[config.mk]
export PLATFORM = sky130hd
export DESIGN_NAME = adder_cla_pipe
export DESIGN_NICKNAME = d
export VERILOG_FILES = /design/src/rtl/adder_cla_pipe.sv
export SDC_FILE = /design/constraint.sdc
export NUM_CORES = 1
export LEC_CHECK = 0
export CAP_MARGIN = 25
export CORE_UTILIZATION = 40
export DETAILED_ROUTE_END_ITERATION = 10
export GPL_TIMING_DRIVEN = 0
export PLACE_DENSITY = 0.6
export SLEW_MARGIN = 20
export SYNTH_ARGS = -nofsm -noshare
export SYNTH_HDL_FRONTEND = slang
export SYNTH_SLANG_ARGS = --single-unit
[constraint.sdc]
create_clock -name i_clk -period 2.05 [get_ports i_clk]
set_clock_uncertainty 0.1 [all_clocks]
set_input_delay 0.3075 -clock i_clk [delete_from_list [all_inputs] [get_ports i_clk]]
set_output_delay 0.3075 -clock i_clk [all_outputs]
set_load 0.1 [all_outputs]
[src/rtl/adder_cla_pipe.sv]
// Pipelined carry-lookahead adder/subtractor.
// The operands are cut into NSEG segments of SEG_W bits; stage k adds segment k
// with a flattened lookahead carry network and hands its carry to stage k+1.
// All stages advance together (lockstep); a full output with no taker stalls them all.
module adder_cla_pipe #(
  parameter int WIDTH = 64,
  parameter int SEG_W = 16
) (
  input  logic             i_clk,
  input  logic             i_rst_n,
  input  logic             i_valid,
  output logic             o_ready,
  input  logic [WIDTH-1:0] i_a,
  input  logic [WIDTH-1:0] i_b,
  input  logic             i_c_in,
  input  logic             i_sub,
  output logic             o_valid,
  input  logic             i_ready,
  output logic [WIDTH-1:0] o_s,
  output logic             o_c_out,
  output logic             o_ovf
);

  localparam int NSEG = WIDTH / SEG_W;

  // Catch parameter sets that cannot be split into whole segments.
  if ((SEG_W < 1) || (WIDTH < SEG_W) || ((WIDTH % SEG_W) != 0)) begin : g_param_check
    $error("adder_cla_pipe: WIDTH must be a positive multiple of SEG_W");
  end

  // One segment of lookahead addition.
  // Returns {carry into segment MSB, carry out, sum}. Every carry is written as a
  // sum of generate terms gated by the propagate chain below it, so no carry
  // depends on another carry inside the segment.
  function automatic logic [SEG_W+1:0] cla_seg(
    input logic [SEG_W-1:0] a,
    input logic [SEG_W-1:0] b,
    input logic             cin
  );
    logic [SEG_W-1:0] g;
    logic [SEG_W-1:0] p;
    logic [SEG_W:0]   c;
    logic             pp;
    g    = a & b;
    p    = a ^ b;
    c    = {(SEG_W+1){1'b0}};
    c[0] = cin;
    for (int i = 0; i < SEG_W; i++) begin
      c[i+1] = g[i];
      pp     = p[i];
      for (int j = i - 1; j >= 0; j--) begin
        c[i+1] = c[i+1] | (pp & g[j]);
        pp     = pp & p[j];
      end
      c[i+1] = c[i+1] | (pp & cin);
    end
    return {c[SEG_W-1], c[SEG_W], p ^ c[SEG_W-1:0]};
  endfunction

  // Per-stage state: valid, carry out of the segment just added, overflow of
  // that segment's MSB, operand copies still to be consumed, partial result.
  logic             valid_r [NSEG];
  logic             carry_r [NSEG];
  logic             ovf_r   [NSEG];
  logic [WIDTH-1:0] a_r     [NSEG];
  logic [WIDTH-1:0] b_r     [NSEG];
  logic [WIDTH-1:0] s_r     [NSEG];

  logic             valid_s [NSEG];
  logic             carry_s [NSEG];
  logic             ovf_s   [NSEG];
  logic [WIDTH-1:0] a_s     [NSEG];
  logic [WIDTH-1:0] b_s     [NSEG];
  logic [WIDTH-1:0] s_s     [NSEG];
  logic [SEG_W+1:0] res_s   [NSEG];

  logic [WIDTH-1:0] b0_s;
  logic             c0_s;
  logic             adv_s;

  // Global advance and the next value of every stage.
  always_comb begin
    adv_s = !valid_r[NSEG-1] || i_ready;
    b0_s  = i_sub ? ~i_b : i_b;
    c0_s  = i_sub ? 1'b1 : i_c_in;
    for (int k = 0; k < NSEG; k++) begin
      valid_s[k] = 1'b0;
      carry_s[k] = 1'b0;
      ovf_s[k]   = 1'b0;
      a_s[k]     = {WIDTH{1'b0}};
      b_s[k]     = {WIDTH{1'b0}};
      s_s[k]     = {WIDTH{1'b0}};
      res_s[k]   = {(SEG_W+2){1'b0}};
    end

    // Stage 0 takes the (possibly inverted) operands straight from the ports.
    res_s[0]            = cla_seg(i_a[SEG_W-1:0], b0_s[SEG_W-1:0], c0_s);
    valid_s[0]          = i_valid;
    a_s[0]              = i_a;
    b_s[0]              = b0_s;
    s_s[0][SEG_W-1:0]   = res_s[0][SEG_W-1:0];
    carry_s[0]          = res_s[0][SEG_W];
    ovf_s[0]            = res_s[0][SEG_W+1] ^ res_s[0][SEG_W];

    // Later stages add their own segment using the previous stage's carry.
    for (int k = 1; k < NSEG; k++) begin
      res_s[k]   = cla_seg(a_r[k-1][k*SEG_W +: SEG_W], b_r[k-1][k*SEG_W +: SEG_W], carry_r[k-1]);
      valid_s[k] = valid_r[k-1];
      a_s[k]     = a_r[k-1];
      b_s[k]     = b_r[k-1];
      s_s[k]     = s_r[k-1];
      s_s[k][k*SEG_W +: SEG_W] = res_s[k][SEG_W-1:0];
      carry_s[k] = res_s[k][SEG_W];
      ovf_s[k]   = res_s[k][SEG_W+1] ^ res_s[k][SEG_W];
    end
  end

  // Stage registers: cleared by reset, shifted in lockstep when the pipe advances.
  always_ff @(posedge i_clk or negedge i_rst_n) begin
    if (!i_rst_n) begin
      for (int k = 0; k < NSEG; k++) begin
        valid_r[k] <= 1'b0;
        carry_r[k] <= 1'b0;
        ovf_r[k]   <= 1'b0;
        a_r[k]     <= {WIDTH{1'b0}};
        b_r[k]     <= {WIDTH{1'b0}};
        s_r[k]     <= {WIDTH{1'b0}};
      end
    end else if (adv_s) begin
      for (int k = 0; k < NSEG; k++) begin
        valid_r[k] <= valid_s[k];
        carry_r[k] <= carry_s[k];
        ovf_r[k]   <= ovf_s[k];
        a_r[k]     <= a_s[k];
        b_r[k]     <= b_s[k];
        s_r[k]     <= s_s[k];
      end
    end
  end

  assign o_ready = adv_s;
  assign o_valid = valid_r[NSEG-1];
  assign o_s     = s_r[NSEG-1];
  assign o_c_out = carry_r[NSEG-1];
  assign o_ovf   = ovf_r[NSEG-1];

endmodule

# Yosys cells after proc, flatten, opt, wreduce, memory -nomap -nowiden
# Index checks and enable logic that the tools add are counted.
totals:
  register_bits: 553
  word_cells: 1605
  output_inout_bits: 68
  input_bits: 134
op_classes:
  reduce_logical: 2
  n_mux: 2
  n_bitwise: 1582
ops:
  columns: ["op", "count"]
  rows:
  - ["$and A1 B1 Y1", 1024]
  - ["$or A1 B1 Y1", 544]
  - ["$xor A16 B16 Y16", 8]
  - ["$and A16 B16 Y16", 4]
  - ["$mux W64", 1]
  - ["$not A64 Y64", 1]
  - ["$logic_not A1 Y1", 1]
  - ["$logic_or A1 B1 Y1", 1]
  - ["$mux W1", 1]
  - ["$xor A1 B1 Y1", 1]

# Longest topological paths before layout
logic_depth:
  word_depth: 20
  mapped_depth: 10
  ltp_nobuf: 8

# Worst setup path after synthesis
# Ideal clock, no wire load.
synth_timing:
  path_kind: "register to output"
  from: "register valid_r (netlist bit o_valid)"
  to: "output o_ready"
  path_buffers: 4
  path_stages_with_launch: 7
  slack_ps: -1076
  required_time_ps: 1642
  arrival_time_ps: 2718
  path_cell_list: "dfrtp_1 -> nor2b_1 -> clkbuf_1 -> buf_2 -> inv_2 -> clkbuf_1 -> buf_1"
synth_between:
  elab_chain_len: 2
synth_rtl:
  columns: ["item", "line", "text"]
  rows:
  - ["start: declaration", "62", "logic valid_r [NSEG];"]
  - ["start signal: indexed assignment", "131", "valid_r[k] <= valid_s[k];"]
  - ["$logic_not A1 Y1", "83", "adv_s = !valid_r[NSEG-1] || i_ready;"]
  - ["$logic_or A1 B1 Y1", "83", null]
  - ["end: declaration", "12", "output logic o_ready,"]
# Every way passes these cells.

# Worst setup path after layout
layout_timing:
  from: "register b_r[210] (netlist bit)"
  to: "register s_r[157] (netlist bit)"
layout_between:
  elab_chain_len: 7
layout_rtl:
  columns: ["item", "line", "text"]
  rows:
  - ["start: declaration", "66", "logic [WIDTH-1:0] b_r [NSEG];"]
  - ["start signal: indexed assignment", "126", "b_r[k] <= {WIDTH{1'b0}};"]
  - ["start signal: indexed assignment", "135", "b_r[k] <= b_s[k];"]
  - ["$and A16 B16 Y16 or $xor A16 B16 Y16 (tied branches)", "44, 45", null]
  - ["$and A1 B1 Y1 (on tied branches)", "52, 53", null]
  - ["$or A1 B1 Y1, or another cell as far along (2 in a row)", "52", "c[i+1] = c[i+1] | (pp & g[j]);"]
  - ["$or A1 B1 Y1 or $and A1 B1 Y1 (tied branches)", "52, 55", null]
  - ["$or A1 B1 Y1 (*)", "55", "c[i+1] = c[i+1] | (pp & cin);"]
  - ["$xor A16 B16 Y16 (*)", "57", "return {c[SEG_W-1], c[SEG_W], p ^ c[SEG_W-1:0]};"]
  - ["end signal: indexed assignment", "127", "s_r[k] <= {WIDTH{1'b0}};"]
  - ["end signal: indexed assignment", "136", "s_r[k] <= s_s[k];"]
  - ["end: declaration", "67", "logic [WIDTH-1:0] s_r [NSEG];"]
# Every way passes the cells marked *; elsewhere a longest branch is shown, timed or not.
# A chain may end at the register's enable or synchronous reset.

==> results.md <==
- Syn avg cell area: 8.92 um2
- Routing usage on met1: 30.6%
- Sequential share of the synthesized area: 53.1%
- Crit-path max FO: 4
- Reg2Reg Setup Slack: -190 ps
- Layout cell share with drive strength beyond 1: 20.1%
- Detailed Route Iter0 Violations: 624
- Worst path arrival time: 2580 ps
- # port buffers: 201
- Outcome: finished with violations
- Internal power: 22.5 mW
- Max-slew violation count: 0
- Die Ht: 208 um
- Rows: 75
- Final setup viols: 29
- Leakage power: 11.0 nW
- DP HPWL: 34,000 um
- Root Driver: clkbuf_16
- Initial antenna violation count: 0
- CTS Buffer Depth: 3
- R2R depth: 8
- Placer Congestion: 0.882
- Asr flop ratio synth: 100%
- Final setup margin: -194 ps
- Crit-path max cell delay: 410 ps
- Violated checks: negative setup slack
- CORE AREA: 0.0419 mm2
- Reg-to-reg critical path startpoint: b_r[210]
- Clock latency on the worst-skew pair: 550 ps
- DP Worst Slack: -1720 ps
- Layout Nets: 2,418
- Worst endpoint required time: 2380 ps
- First-pass GRT wire length: 76,500 um
- Power per cell area: 1780 mW/mm2
- Num CTS Buffers: 40
- GRT busiest layer: met2
- Synth Flop Type: dfrtp_1
- Hold path depth: 3
- Slowest cell on the critical path: dfrtp_1
- Synthesized area: 0.0170 mm2
- Met2 GRT Util: 37.4%
- CP Launch Type: flip-flop
- Clock sink count: 361
- Post-Syn Nets: 2,112
- Maxcap violations: 0
- Clock power share: 18.1%
- Synth area leader: dfrtp_1
- Hold Path End: a_r[243]
- Min Tclk post-route: 2240 ps
- Cell Count, Final, Fillers Out: 2,785
- Placed insts: 2,651
- Via/cell ratio: 4.94
- First-pass detailed-route iteration total: 4
- Area of the multi-input gates: 0.00790 mm2
- DRT Wirelength: 48,100 um
- Die ar.: 0.0434 mm2
- FMAX: 0.446 GHz
- Number of synthesized flops with an enable pin: 0
- Ports: 202
- Grt ovf: 0
- Vias in the first global route: 14,000
- Area Growth Syn to Fin: 34.1%
- Logic gate share of total power: 51.4%
- Relative slew slack: 49.5%
- Hold_sp: i_a[51]
- Worst-path clk slew: 60 ps
- Initial core utilization: 40.6%
- Gr usage total: 22.6%
- Post-route antenna net violation count: 0
- Fin crit share: 109%
- Yosys warns: 0
- Crit. End Element: flip-flop
- Post-detailed-route wirelength per cell: 17.3 um
- Sequential Power Share: 30.5%
- Unrepaired setup endpoints after global routing: true
- R2R Path End: s_r[157]
- Via Count: 13,700
- Switch Pwr: 18.2 mW
- M3 GR Usage: 2.94%
- Worst Max-Slew Pin Slew: 757 ps
- HP Class: in -> reg
- #FFs+latches synth: 361
- FILL cells: 3,790
- Critical-path cell list: ha_4 > a21oi_4 > o32ai_4 > nor4b_4 > buf_4 > o21ai_2 > and2_4 > a221o_1
- Switching share of power: 44.6%
- Area share of the largest cell type after synthesis: 53.1%
- Footprint of the flip-flops and latches: 0.00904 mm2
- Top cells by area, synth: dfrtp_1 53%, nand2_1 19%, ha_1 4.9%
- Maximum vdd drop: 0.943 mV
- Drc violations: 0
- Number of diodes: 0
- Final hold viol count: 0
- Setup CP Type: reg -> reg
- Setup TNS Final: -2370 ps
- Die width: 208 um
- Htree depth: 2
- Mapped Cells: 1,908
- CTS tree: yes
- Yosys cell types: 61
- Largest net degree at the start of global routing: 100
## synth_stat cells (all sizes together), types with 4 or more instances
| library cell | instances |
|---|---|
| a31oi | 5 |
| nand4 | 4 |
| buf | 87 |
| fa | 4 |
| nand3 | 15 |
| o2111ai | 5 |
| nand2b | 6 |
| clkbuf | 70 |
| nor3 | 18 |
| o21ai | 83 |
| a21boi | 6 |
| a21o | 12 |
| o21a | 17 |
| xnor2 | 66 |
| o211ai | 7 |
| o31ai | 19 |
| and3 | 6 |
| nand2 | 841 |
| dfrtp | 361 |
| inv | 24 |
| or3 | 8 |
| ha | 66 |
| o22ai | 4 |
| xor2 | 27 |
| a211oi | 10 |
| nor2 | 50 |
| a21oi | 45 |
## per-layer routing
metal,vias up,wire [um]
met5,-,0
met4,0,1400
met3,78,2010
met2,323,22800
met1,6629,21900
li1,6718,-
## power by group through the flow
stage	clock network, mW	logic (mW)	registers, mW
2_1_floorplan	0	13.9	11.9
3_3_place_gp	0	18.1	12.4
3_5_place_dp	0	18.4	12.4
4_1_cts	7.49	19.9	12.4
5_1_grt	7.79	22.7	12.8
6_report	7.36	20.9	12.4
## per-stage QoR
stage | area [um2] | hold WS (ps) | utilization [%] | total power [mW]
6_report | 22800 | 194 | 54.4 | 40.7
3_3_place_gp | 19900 | 342 | 47.4 | 30.4
4_1_cts | 22400 | 180 | 53.5 | 39.8
2_1_floorplan | 17200 | -88.1 | - | 25.8
5_1_grt | 22800 | 193 | 54.4 | 43.3
3_5_place_dp | 20000 | 243 | 47.6 | 30.8
## logic make-up (layout without fill, tap and decap cells)
group | count (synthesis) | count (layout) | synth area share (%)
AND/OR/NAND/NOR | 967 | 967 | 22.4
flip-flops | 361 | 361 | 53.1
AO/OA/AOI/OAI | 235 | 235 | 8.88
buffers and inverters | 181 | 519 | 5.46
XOR/XNOR | 93 | 93 | 4.79
adder cells (fa/ha/maj) | 70 | 70 | 5.32
multiplexers | 1 | 1 | 0.0662
## layout by cell type, fill, tap and decap left out, types with 5 or more instances in the layout
cell type,netlist,routed
o21ai_0,80,68
or3_1,8,8
a21o_1,12,12
clkdlybuf4s15_2,0,63
nor2_1,50,47
clkdlybuf4s50_1,0,124
a21oi_4,0,10
buf_2,6,18
inv_1,23,22
clkbuf_16,0,42
a211oi_4,0,5
a21oi_1,43,30
xor2_1,27,26
nand2b_1,6,6
nor3_1,17,12
buf_6,0,11
nand3_1,15,12
o31ai_1,19,16
ha_4,0,20
clkbuf_4,0,11
xnor2_1,66,62
clkinv_2,0,7
o21a_1,17,16
a21oi_2,2,5
o21ai_1,3,9
clkbuf_8,0,10
o21ai_2,0,5
ha_1,66,42
clkbuf_2,1,38
o211ai_1,7,7
dfrtp_1,361,357
nand2_1,841,837
clkbuf_1,69,21
buf_4,64,121
## cell type report
cell class                 count  area share [%]
clock inverter                13           0.663
buffer                       151            4.44
sequential                   361            39.6
tap                          539            2.95
timing repair buffer         270            12.0
clock buffer                  61            5.26
multi-input combinational   1366            34.6
inverter                      24           0.449
## registers in the layout (all words and copies together), names as in the netlist, 3 cells and up
register / cells
b_r: 96
s_r: 96
valid_r: 3
o_s: 64
carry_r: 3
a_r: 96
## repair_timing
| item | in CTS | in global routing |
|---|---|---|
| gates resized for setup | 381 | 114 |
| cloned | 1 | 0 |
| buffers inserted | 45 | 19 |
| hold endpoints to repair | 79 | 0 |
| hold buffers | 1 | 0 |
| setup endpoints to repair | 429 | 271 |
| pin swaps | 72 | 64 |
## worst max-delay path by stage
stage	from	end	slack [ps]	cells after the start
finish	b_r[210]	s_r[157]	-190	8
global route	a_r[163]	carry_r[1]	-270	7
floorplan	i_sub	s_r[205]	-440	10
CTS	o_valid	o_ready	-320	7
detailed placement	i_ready	o_ready	-1720	8
global placement	i_rst_n	o_valid	-17730	1
## worst max-delay path: cells and delay by family (launching register included)
family | cells | cell delay, ps
buffers and inverters | 1 | 180
flip-flops | 1 | 410
AO/OA/AOI/OAI | 4 | 650
adder cells (fa/ha/maj) | 1 | 280
AND/OR/NAND/NOR | 2 | 500
Note: power is estimated with default switching activity, not from simulation.
